<file path="config.mk">
export PLATFORM = sky130hd
export DESIGN_NAME = seq_alu
export DESIGN_NICKNAME = d
export VERILOG_FILES = /design/src/rtl/seq_alu.sv
export SDC_FILE = /design/constraint.sdc
export NUM_CORES = 1
export LEC_CHECK = 0
export BUFFER_PORTS_ARGS = -buffer_cell sky130_fd_sc_hd__buf_2
export CAP_MARGIN = 20
export CORE_AREA = 3 3 125 248
export CTS_CLUSTER_SIZE = 25
export DETAILED_ROUTE_END_ITERATION = 7
export DIE_AREA = 0 0 128 251
export PLACE_DENSITY = 0.78
export SLEW_MARGIN = 10
export SYNTH_ARGS = -nofsm -noshare
export SYNTH_HDL_FRONTEND = slang
export SYNTH_SLANG_ARGS = --single-unit
</file>
<file path="constraint.sdc">
create_clock -name clk -period 6.2 [get_ports clk]
set_clock_uncertainty 0.15 [all_clocks]
set_input_delay 0.62 -clock clk [delete_from_list [all_inputs] [get_ports clk]]
set_output_delay 0.62 -clock clk [all_outputs]
set_load 0.01 [all_outputs]
</file>
<file path="src/rtl/seq_alu.sv">
// Handshaked execute-stage ALU: single-cycle logic/arith/compare ops plus
// iterative shift-add multiply and restoring divide/remainder.
module seq_alu #(
   parameter int WIDTH  = 32,
   parameter int CTRL_W = 4
) (
   input  logic              clk,
   input  logic              rst,
   input  logic              i_valid,
   output logic              i_ready,
   input  logic [WIDTH-1:0]  i_1,
   input  logic [WIDTH-1:0]  i_2,
   input  logic [CTRL_W-1:0] control,
   output logic              o_valid,
   input  logic              o_ready,
   output logic [WIDTH-1:0]  result,
   output logic              zero_flag,
   output logic              busy
);

   localparam int CNT_W = (WIDTH > 2) ? $clog2(WIDTH) : 1;

   localparam logic [CTRL_W-1:0] OP_AND  = CTRL_W'(4'b0000);
   localparam logic [CTRL_W-1:0] OP_OR   = CTRL_W'(4'b0001);
   localparam logic [CTRL_W-1:0] OP_ADD  = CTRL_W'(4'b0010);
   localparam logic [CTRL_W-1:0] OP_MUL  = CTRL_W'(4'b0011);
   localparam logic [CTRL_W-1:0] OP_SUB  = CTRL_W'(4'b0100);
   localparam logic [CTRL_W-1:0] OP_DIVU = CTRL_W'(4'b0101);
   localparam logic [CTRL_W-1:0] OP_REMU = CTRL_W'(4'b0110);
   localparam logic [CTRL_W-1:0] OP_SLTU = CTRL_W'(4'b1000);
   localparam logic [CTRL_W-1:0] OP_SLT  = CTRL_W'(4'b1001);

   typedef enum logic [1:0] {IDLE, CALC, DONE} state_t;

   state_t              state_reg;
   logic [CNT_W-1:0]    cnt_reg;
   logic [CTRL_W-1:0]   op_reg;
   logic [WIDTH-1:0]    a_reg;     // multiplicand (MUL) or divisor (DIV/REM)
   logic [WIDTH-1:0]    b_reg;     // multiplier (MUL) or dividend/quotient (DIV/REM)
   logic [WIDTH-1:0]    acc_reg;   // product (MUL) or partial remainder (DIV/REM)
   logic [WIDTH-1:0]    result_reg;
   logic                zero_reg;
   logic                valid_reg;

   logic                accept;
   logic                is_multi;
   logic [WIDTH-1:0]    single_res;
   logic [WIDTH-1:0]    mul_acc_next;
   logic [WIDTH:0]      rem_shift;
   logic [WIDTH:0]      rem_diff;
   logic [WIDTH-1:0]    div_rem_next;
   logic [WIDTH-1:0]    div_quo_next;
   logic [WIDTH-1:0]    multi_res;

   assign i_ready   = (state_reg == IDLE) || (state_reg == DONE && o_ready);
   assign accept    = i_valid && i_ready;
   assign is_multi  = (control == OP_MUL) || (control == OP_DIVU) || (control == OP_REMU);
   assign o_valid   = valid_reg;
   assign result    = result_reg;
   assign zero_flag = zero_reg;
   assign busy      = (state_reg == CALC);

   always_comb begin
      single_res = '0;
      case (control)
         OP_AND:  single_res = i_1 & i_2;
         OP_OR:   single_res = i_1 | i_2;
         OP_ADD:  single_res = i_1 + i_2;
         OP_SUB:  single_res = i_1 - i_2;
         OP_SLTU: single_res = {{(WIDTH-1){1'b0}}, (i_1 < i_2)};
         OP_SLT:  single_res = {{(WIDTH-1){1'b0}}, ($signed(i_1) < $signed(i_2))};
         default: single_res = '0;
      endcase
   end

   // One iteration of each algorithm; a zero divisor naturally yields
   // an all-ones quotient and a remainder equal to the dividend.
   always_comb begin
      mul_acc_next = acc_reg + (b_reg[0] ? a_reg : '0);
      rem_shift    = {acc_reg, b_reg[WIDTH-1]};
      rem_diff     = rem_shift - {1'b0, a_reg};
      if (!rem_diff[WIDTH]) begin
         div_rem_next = rem_diff[WIDTH-1:0];
         div_quo_next = {b_reg[WIDTH-2:0], 1'b1};
      end else begin
         div_rem_next = rem_shift[WIDTH-1:0];
         div_quo_next = {b_reg[WIDTH-2:0], 1'b0};
      end
      case (op_reg)
         OP_MUL:  multi_res = mul_acc_next;
         OP_DIVU: multi_res = div_quo_next;
         default: multi_res = div_rem_next;
      endcase
   end

   always_ff @(posedge clk or posedge rst) begin
      if (rst) begin
         state_reg  <= IDLE;
         cnt_reg    <= '0;
         op_reg     <= '0;
         a_reg      <= '0;
         b_reg      <= '0;
         acc_reg    <= '0;
         result_reg <= '0;
         zero_reg   <= 1'b1;
         valid_reg  <= 1'b0;
      end else begin
         case (state_reg)
            IDLE, DONE: begin
               if (accept) begin
                  if (is_multi) begin
                     state_reg <= CALC;
                     cnt_reg   <= '0;
                     op_reg    <= control;
                     acc_reg   <= '0;
                     valid_reg <= 1'b0;
                     if (control == OP_MUL) begin
                        a_reg <= i_1;
                        b_reg <= i_2;
                     end else begin
                        a_reg <= i_2;
                        b_reg <= i_1;
                     end
                  end else begin
                     state_reg  <= DONE;
                     result_reg <= single_res;
                     zero_reg   <= (single_res == '0);
                     valid_reg  <= 1'b1;
                  end
               end else if (state_reg == DONE && o_ready) begin
                  state_reg <= IDLE;
                  valid_reg <= 1'b0;
               end
            end
            CALC: begin
               cnt_reg <= cnt_reg + 1'b1;
               if (op_reg == OP_MUL) begin
                  acc_reg <= mul_acc_next;
                  a_reg   <= a_reg << 1;
                  b_reg   <= b_reg >> 1;
               end else begin
                  acc_reg <= div_rem_next;
                  b_reg   <= div_quo_next;
               end
               if (cnt_reg == CNT_W'(WIDTH-1)) begin
                  state_reg  <= DONE;
                  result_reg <= multi_res;
                  zero_reg   <= (multi_res == '0);
                  valid_reg  <= 1'b1;
               end
            end
            default: begin
               state_reg <= IDLE;
               valid_reg <= 1'b0;
            end
         endcase
      end
   end

endmodule

</file>
### After elaboration in Yosys (flattened, before gate mapping)

Cells that the tools add are included.

| operators by class | value |
|---|---|
| $add $sub $neg | 5 |
| multipliers | 0 |
| divide/modulo/power cells | 0 |
| order comparisons | 2 |
| equal/unequal tests | 19 |
| shifts and indexed selects | 0 |
| muxes and demuxes | 40 |
| bitwise operators | 2 |
| reductions and logical operators | 16 |

Operator list:

| operator | count |
|---|---|
| $mux 32 | 16 |
| $pmux 32 s2 | 5 |
| $pmux 32 s6 | 1 |
| $add 32x32->32 | 2 |
| $logic_not 32->1 | 2 |
| $lt 32x32->1 | 2 |
| $sub 33x32->33 | 1 |
| $and 32x32->32 | 1 |
| $or 32x32->32 | 1 |
| $sub 32x32->32 | 1 |
| $eq 4x3->1 const B | 4 |
| $eq 4x2->1 const B | 3 |
| $mux 5 | 2 |
| $pmux 5 s2 | 1 |
| $eq 4x4->1 const B | 2 |
| $mux 1 | 8 |
| $mux 2 | 4 |
| $reduce_and 4->1 | 2 |
| $ne 2x2->1 const B | 3 |
| $reduce_and 3->1 | 2 |
| $add 5x1->5 const B | 1 |
| $eq 5x5->1 const B | 1 |
| $eq 4x1->1 const B | 1 |
| $logic_not 4->1 | 1 |
| other kinds (12) | 17 |

| storage, ports and cells | value |
|---|---|
| flip-flop bits (word level) | 141 |
| latch bits | 0 |
| RAM bits | 0 |
| memory bits (read-only) | 0 |
| input bits | 72 |
| output and inout port bits | 36 |
| word-level logic and storage cells | 93 |
| memories | 0 |

### Depth between registers and ports, before layout

| depth | value |
|---|---|
| depth in word-level cells | 6 |
| mapped depth | 18 |
| mapped depth without buffers | 16 |

### Worst setup path before layout

No wires, ideal clock.

| path | value |
|---|---|
| path type | register to register |
| from | reg b_reg[0] |
| to | reg zero_reg (netlist: zero_flag) |
| setup time | 0.086 ns |
| arrival time | 3.992 ns |
| data required time | 5.964 ns |
| slack | 1.972 ns |
| stages on the path, launching flop included | 17 |
| period minus slack after synthesis | 4.228 ns |
| path through | dfrtp_1 > clkbuf_1 > and2_1 > ha_1 > fa_1 > a211o_1 > a211oi_1 > nor4bb_1 > and4bb_2 > nor4_1 > nor3_1 > o21ai_1 > a21oi_1 > xor2_1 > o221ai_1 > or4b_1 > o31ai_2 |

| on the way | value |
|---|---|
| longest elaborated chain between the ends | 6 |

RTL lines:

| what | line | RTL |
|---|---|---|
| start, declared | 39 | `logic [WIDTH-1:0] b_reg;` |
| start signal, assigned | 119 | `b_reg <= i_2;` |
| start signal, assigned | 122 | `b_reg <= i_1;` |
| start signal, assigned | 140 | `b_reg <= b_reg >> 1;` |
| $mux 32 | 79 | `mul_acc_next = acc_reg + (b_reg[0] ? a_reg : '0);` |
| $add 32x32->32 | 79 |  |
| $pmux 32 s2 (*) | 89 | `case (op_reg)` |
| $logic_not 32->1 (*) | 148 | `zero_reg <= (multi_res == '0);` |
| $mux 1 (*) | 145 | `if (cnt_reg == CNT_W'(WIDTH-1)) begin` |
| $pmux 1 s2 (*) | 108 | `case (state_reg)` |
| end signal, assigned | 127 | `zero_reg <= (single_res == '0);` |
| end signal, assigned | 148 |  |
| end, declared | 42 | `logic zero_reg;` |

Mark *: on every way between the ends. The rest lies on a longest branch, timed or not. The select of a mux whose other input is x is not followed.
A chain may end at the register's enable or synchronous reset.

### Worst setup path after layout

| path | value |
|---|---|
| from | reg b_reg[31] |
| to | reg zero_reg (netlist: zero_flag) |

| on the way | value |
|---|---|
| longest elaborated chain between the ends | 6 |

RTL lines:

| what | line | RTL |
|---|---|---|
| $sub 33x32->33 | 81 | `rem_diff = rem_shift - {1'b0, a_reg};` |
| $mux 32 or $mux 1 (tied branches) | 82 | `if (!rem_diff[WIDTH]) begin` |
| $pmux 32 s2 (*) | 89 |  |
| $logic_not 32->1 (*) | 148 |  |
| $mux 1 (*) | 145 |  |
| $pmux 1 s2 (*) | 108 |  |

Marked as above.

==> impl_metrics.csv <==
group,metric,value,unit
global_route,met3_usage,5.40,%
power_and_ir_drop,peakVddDrop,0.222,mV
critical_path,cpMostUsedCell,"inv_1",
critical_path,worst-setup-path-type,"reg2reg",
clock_network,cts_tree,"yes",
timing,rsz0062_at_grt,"no",
layout,fin_area,0.0187,sq mm
clock_network,clk_path_buf_depth,2,
clock_network,numCtsBuffers,17,
layout,area_growth,7.29,%
power_and_ir_drop,power_per_cell_area,458,mW/mm^2
critical_path,max_stage_delay,0.54,ns
global_route,antenna_found_initial,0,
layout,drive_gt1_share,8.71,%
clock_network,clock_sinks,140,
layout,fill_cells,2734,
layout,diodes,0,
route,via_per_inst,6.74,
global_route,met1_usage,46.0,%
critical_path,path_cells,"inv_1 -> ha_1 -> inv_1 -> fa_1 -> a211oi_1 -> o21ai_1 -> a31oi_2 -> o211ai_4 -> a31oi_4 -> xor2_2 -> buf_4 -> o31ai_1 -> a221o_1 -> nor4_1 -> nand4_1 -> o31ai_2",
timing,fmax,188,MHz
global_route,grt_max_degree,79,
route,num_vias,18900,
place,port_buffers,107,
floorplan,fp.dieW,128,um
place,placed_cell_area,0.0181,sq mm
logic_synthesis,syn_inst,2427,
timing,slew_headroom,30.6,%
floorplan,die_h,251,um
route,drtIter0Drc,2009,
logic_synthesis,seq_area_frac_synth,20.1,%
critical_path,path_max_fanout,12,
floorplan,core_area,0.0294,sq mm
power_and_ir_drop,leakagePower,8.56,nW
logic_synthesis,synth.cell_area,0.0174,sq mm
global_route,use_met2,67.9,%
logic_synthesis,async_reset_ff_share,100,%
critical_path,start_kind,"register",
clock_network,h-tree-depth,4,
logic_synthesis,ys_ff_latch,140,
logic_synthesis,synth_most_common_cell,"nand2_1",
global_route,grt_pass1_wl,102000,um
place,routabilityCongestion,1.02,
place,post-place-ws,0.868,ns
route,totalWireLength,65500,um
global_route,grt_pass1_vias,18300,
timing,period_share,86.0,%
logic_synthesis,syn-num-nets,2667,
clock_network,clk_pin_slew,0.06,ns
clock_network,post_cts_buffers,0,
layout,layout.cells.non_filler,2810,
clock_network,cts_hold_buffers,0,
clock_network,clk_latency,0.45,ns
logic_synthesis,ys_top_cells_by_area,"dfrtp_1 20%, ha_1 12%, a21oi_1 7.5%, nand2_1 7.0%, mux2i_1 6.8%",
timing,min_period,5.33,ns
floorplan,boundaryPins,108,
timing,maxSlewViolCount,0,
logic_synthesis,ys.flop_type,"dfrtp_1",
critical_path,cpMaxStageDelayCell,"xor2_2",
timing,setup_viol,0,
critical_path,cp_num_buf_inv,3,
route,drc_errors,0,
route,dr.pass1.iters,6,
critical_path,cp.arrival,5.53,ns
logic_synthesis,synth.distinct_cells,91,
logic_synthesis,synth_top_area_cell,"dfrtp_1",
logic_synthesis,synthTopCellsByCount,"327 x nand2_1, 260 x a21oi_1, 254 x nor2_1, 193 x o21ai_0, 165 x inv_1",
timing,tightest_slew,1.04,ns
floorplan,die_area,0.0321,sq mm
timing,hold_slack,0.158,ns
global_route,overflow,0,
worst_hold_path,hold_path.class,"in2async",
timing,hold_violations,0,
global_route,grt_busiest_layer,"met2",
place,hpwl,50700,um
floorplan,std_cell_rows,89,
logic_synthesis,ys_warn_count,0,
global_route,track_usage,40.0,%
critical_path,cp_top_family,"compound AO/OA/AOI/OAI gates",
timing,setup_slack,0.869,ns
clock_network,cts-root-buf,"clkbuf_16",
logic_synthesis,synth.avg_cell_area,7.18,sq um
route,wl_per_cell,23.3,um
logic_synthesis,synth-edff-count,0,
flow_run,cap_violations,0,
place,place_inst,2778,
timing,final.setup.tns,0,ns
route,final_antenna_net_count,0,
layout,nNetsFinal,2675,
outcome,status,"complete, no violations",
logic_synthesis,synth_top_area_share,20.0,%
clock_network,cts_resized,0,
floorplan,start_util,59.3,%
critical_path,required,6.40,ns
critical_path,endpoint_kind,"register",
==> where the power goes <==
| part | internal [mW] | switching (mW) | leakage [nW] |
|---|---|---|---|
| Combinational | 2.09 | 3.73 | 6.58 |
| Sequential | 1.26 | 0.436 | 1.71 |
| Clock | 0.625 | 0.428 | 0.274 |
==> final cells by class <==
class                      instances  area (sq um)  area share, %
inverter                         167           634           3.39
clock inverter                    12           149          0.796
clock buffer                      18           429           2.30
timing repair buffer             136           763           4.08
tap                              364           455           2.44
multi-input combinational       1973         12800           68.3
sequential                       140          3500           18.7
==> per-layer routing <==
layer	wire [um]	part of all wire [%]
met5	0	0
met4	5550	8.5
met3	4460	6.8
met2	31800	49
met1	23700	36
==> path summary, 6_finish.rpt <==
path | to | cells after the start | startpoint | slack, ns
setup / recovery | zero_flag | 16 | b_reg[31] | 0.87
hold / removal | result[2] | 2 | rst | 0.16
setup reg to reg | zero_flag | 16 | b_reg[31] | 0.87
hold reg to reg | result[23] | 2 | result[23] | 0.34
max in group asynchronous | result[21] | 3 | rst | 4.40
min in group clk | result[23] | 2 | result[23] | 0.34
==> stage by stage <==
stage / power [mW] / utilization (%)
after global routing: 9.15 / 63.6
after floorplan: 5.62 / -
after detailed placement: 7.29 / 61.6
final: 8.57 / 63.6
after global placement: 7.21 / 61.6
after CTS: 8.38 / 63.6
==> layout by cell type, fill, tap and decap left out, drive strengths merged, types with 14 or more instances in the layout <==
| cell type | Yosys | layout |
|---|---|---|
| o31ai | 24 | 24 |
| inv | 166 | 167 |
| a211oi | 17 | 17 |
| a221oi | 17 | 17 |
| mux2i | 119 | 119 |
| xnor2 | 46 | 46 |
| nand2 | 327 | 327 |
| dfrtp | 139 | 139 |
| o211ai | 39 | 39 |
| nand3 | 33 | 33 |
| o22ai | 14 | 14 |
| buf | 37 | 134 |
| o21ai | 199 | 199 |
| a21oi | 260 | 260 |
| o221ai | 14 | 14 |
| a21o | 36 | 36 |
| a31oi | 46 | 46 |
| ha | 164 | 164 |
| nor2 | 255 | 255 |
| clkbuf | 110 | 20 |
| xor2 | 26 | 26 |
| and2 | 39 | 39 |
| o21bai | 18 | 18 |
| nand4 | 23 | 23 |
| nor4 | 23 | 23 |
| nor3 | 30 | 30 |
| nor2b | 17 | 17 |
==> worst register-to-register path, delay by kind of cell (launching register included) <==
family | cells | cell delay, ns
AOI/OAI and AO/OA | 8 | 2.28
xor gates and xnor gates | 1 | 0.54
adders and majority gates | 2 | 0.57
buffers and inverters | 3 | 0.47
DFF | 1 | 0.41
and+or+nand+nor | 2 | 0.81
==> cells by family (layout without fill, tap and decap cells) <==
family | Yosys count | after routing | share of synthesized area (%)
AND/OR/NAND/NOR | 802 | 802 | 20.4
adder cells (fa/ha/maj) | 168 | 168 | 12.2
AO/OA/AOI/OAI | 806 | 806 | 29.3
XOR/XNOR | 72 | 72 | 3.73
buffers and inverters | 314 | 333 | 7.00
multiplexers | 125 | 125 | 7.22
flip-flops | 140 | 140 | 20.1
No activity file was read; power rests on OpenSTA's default activity.
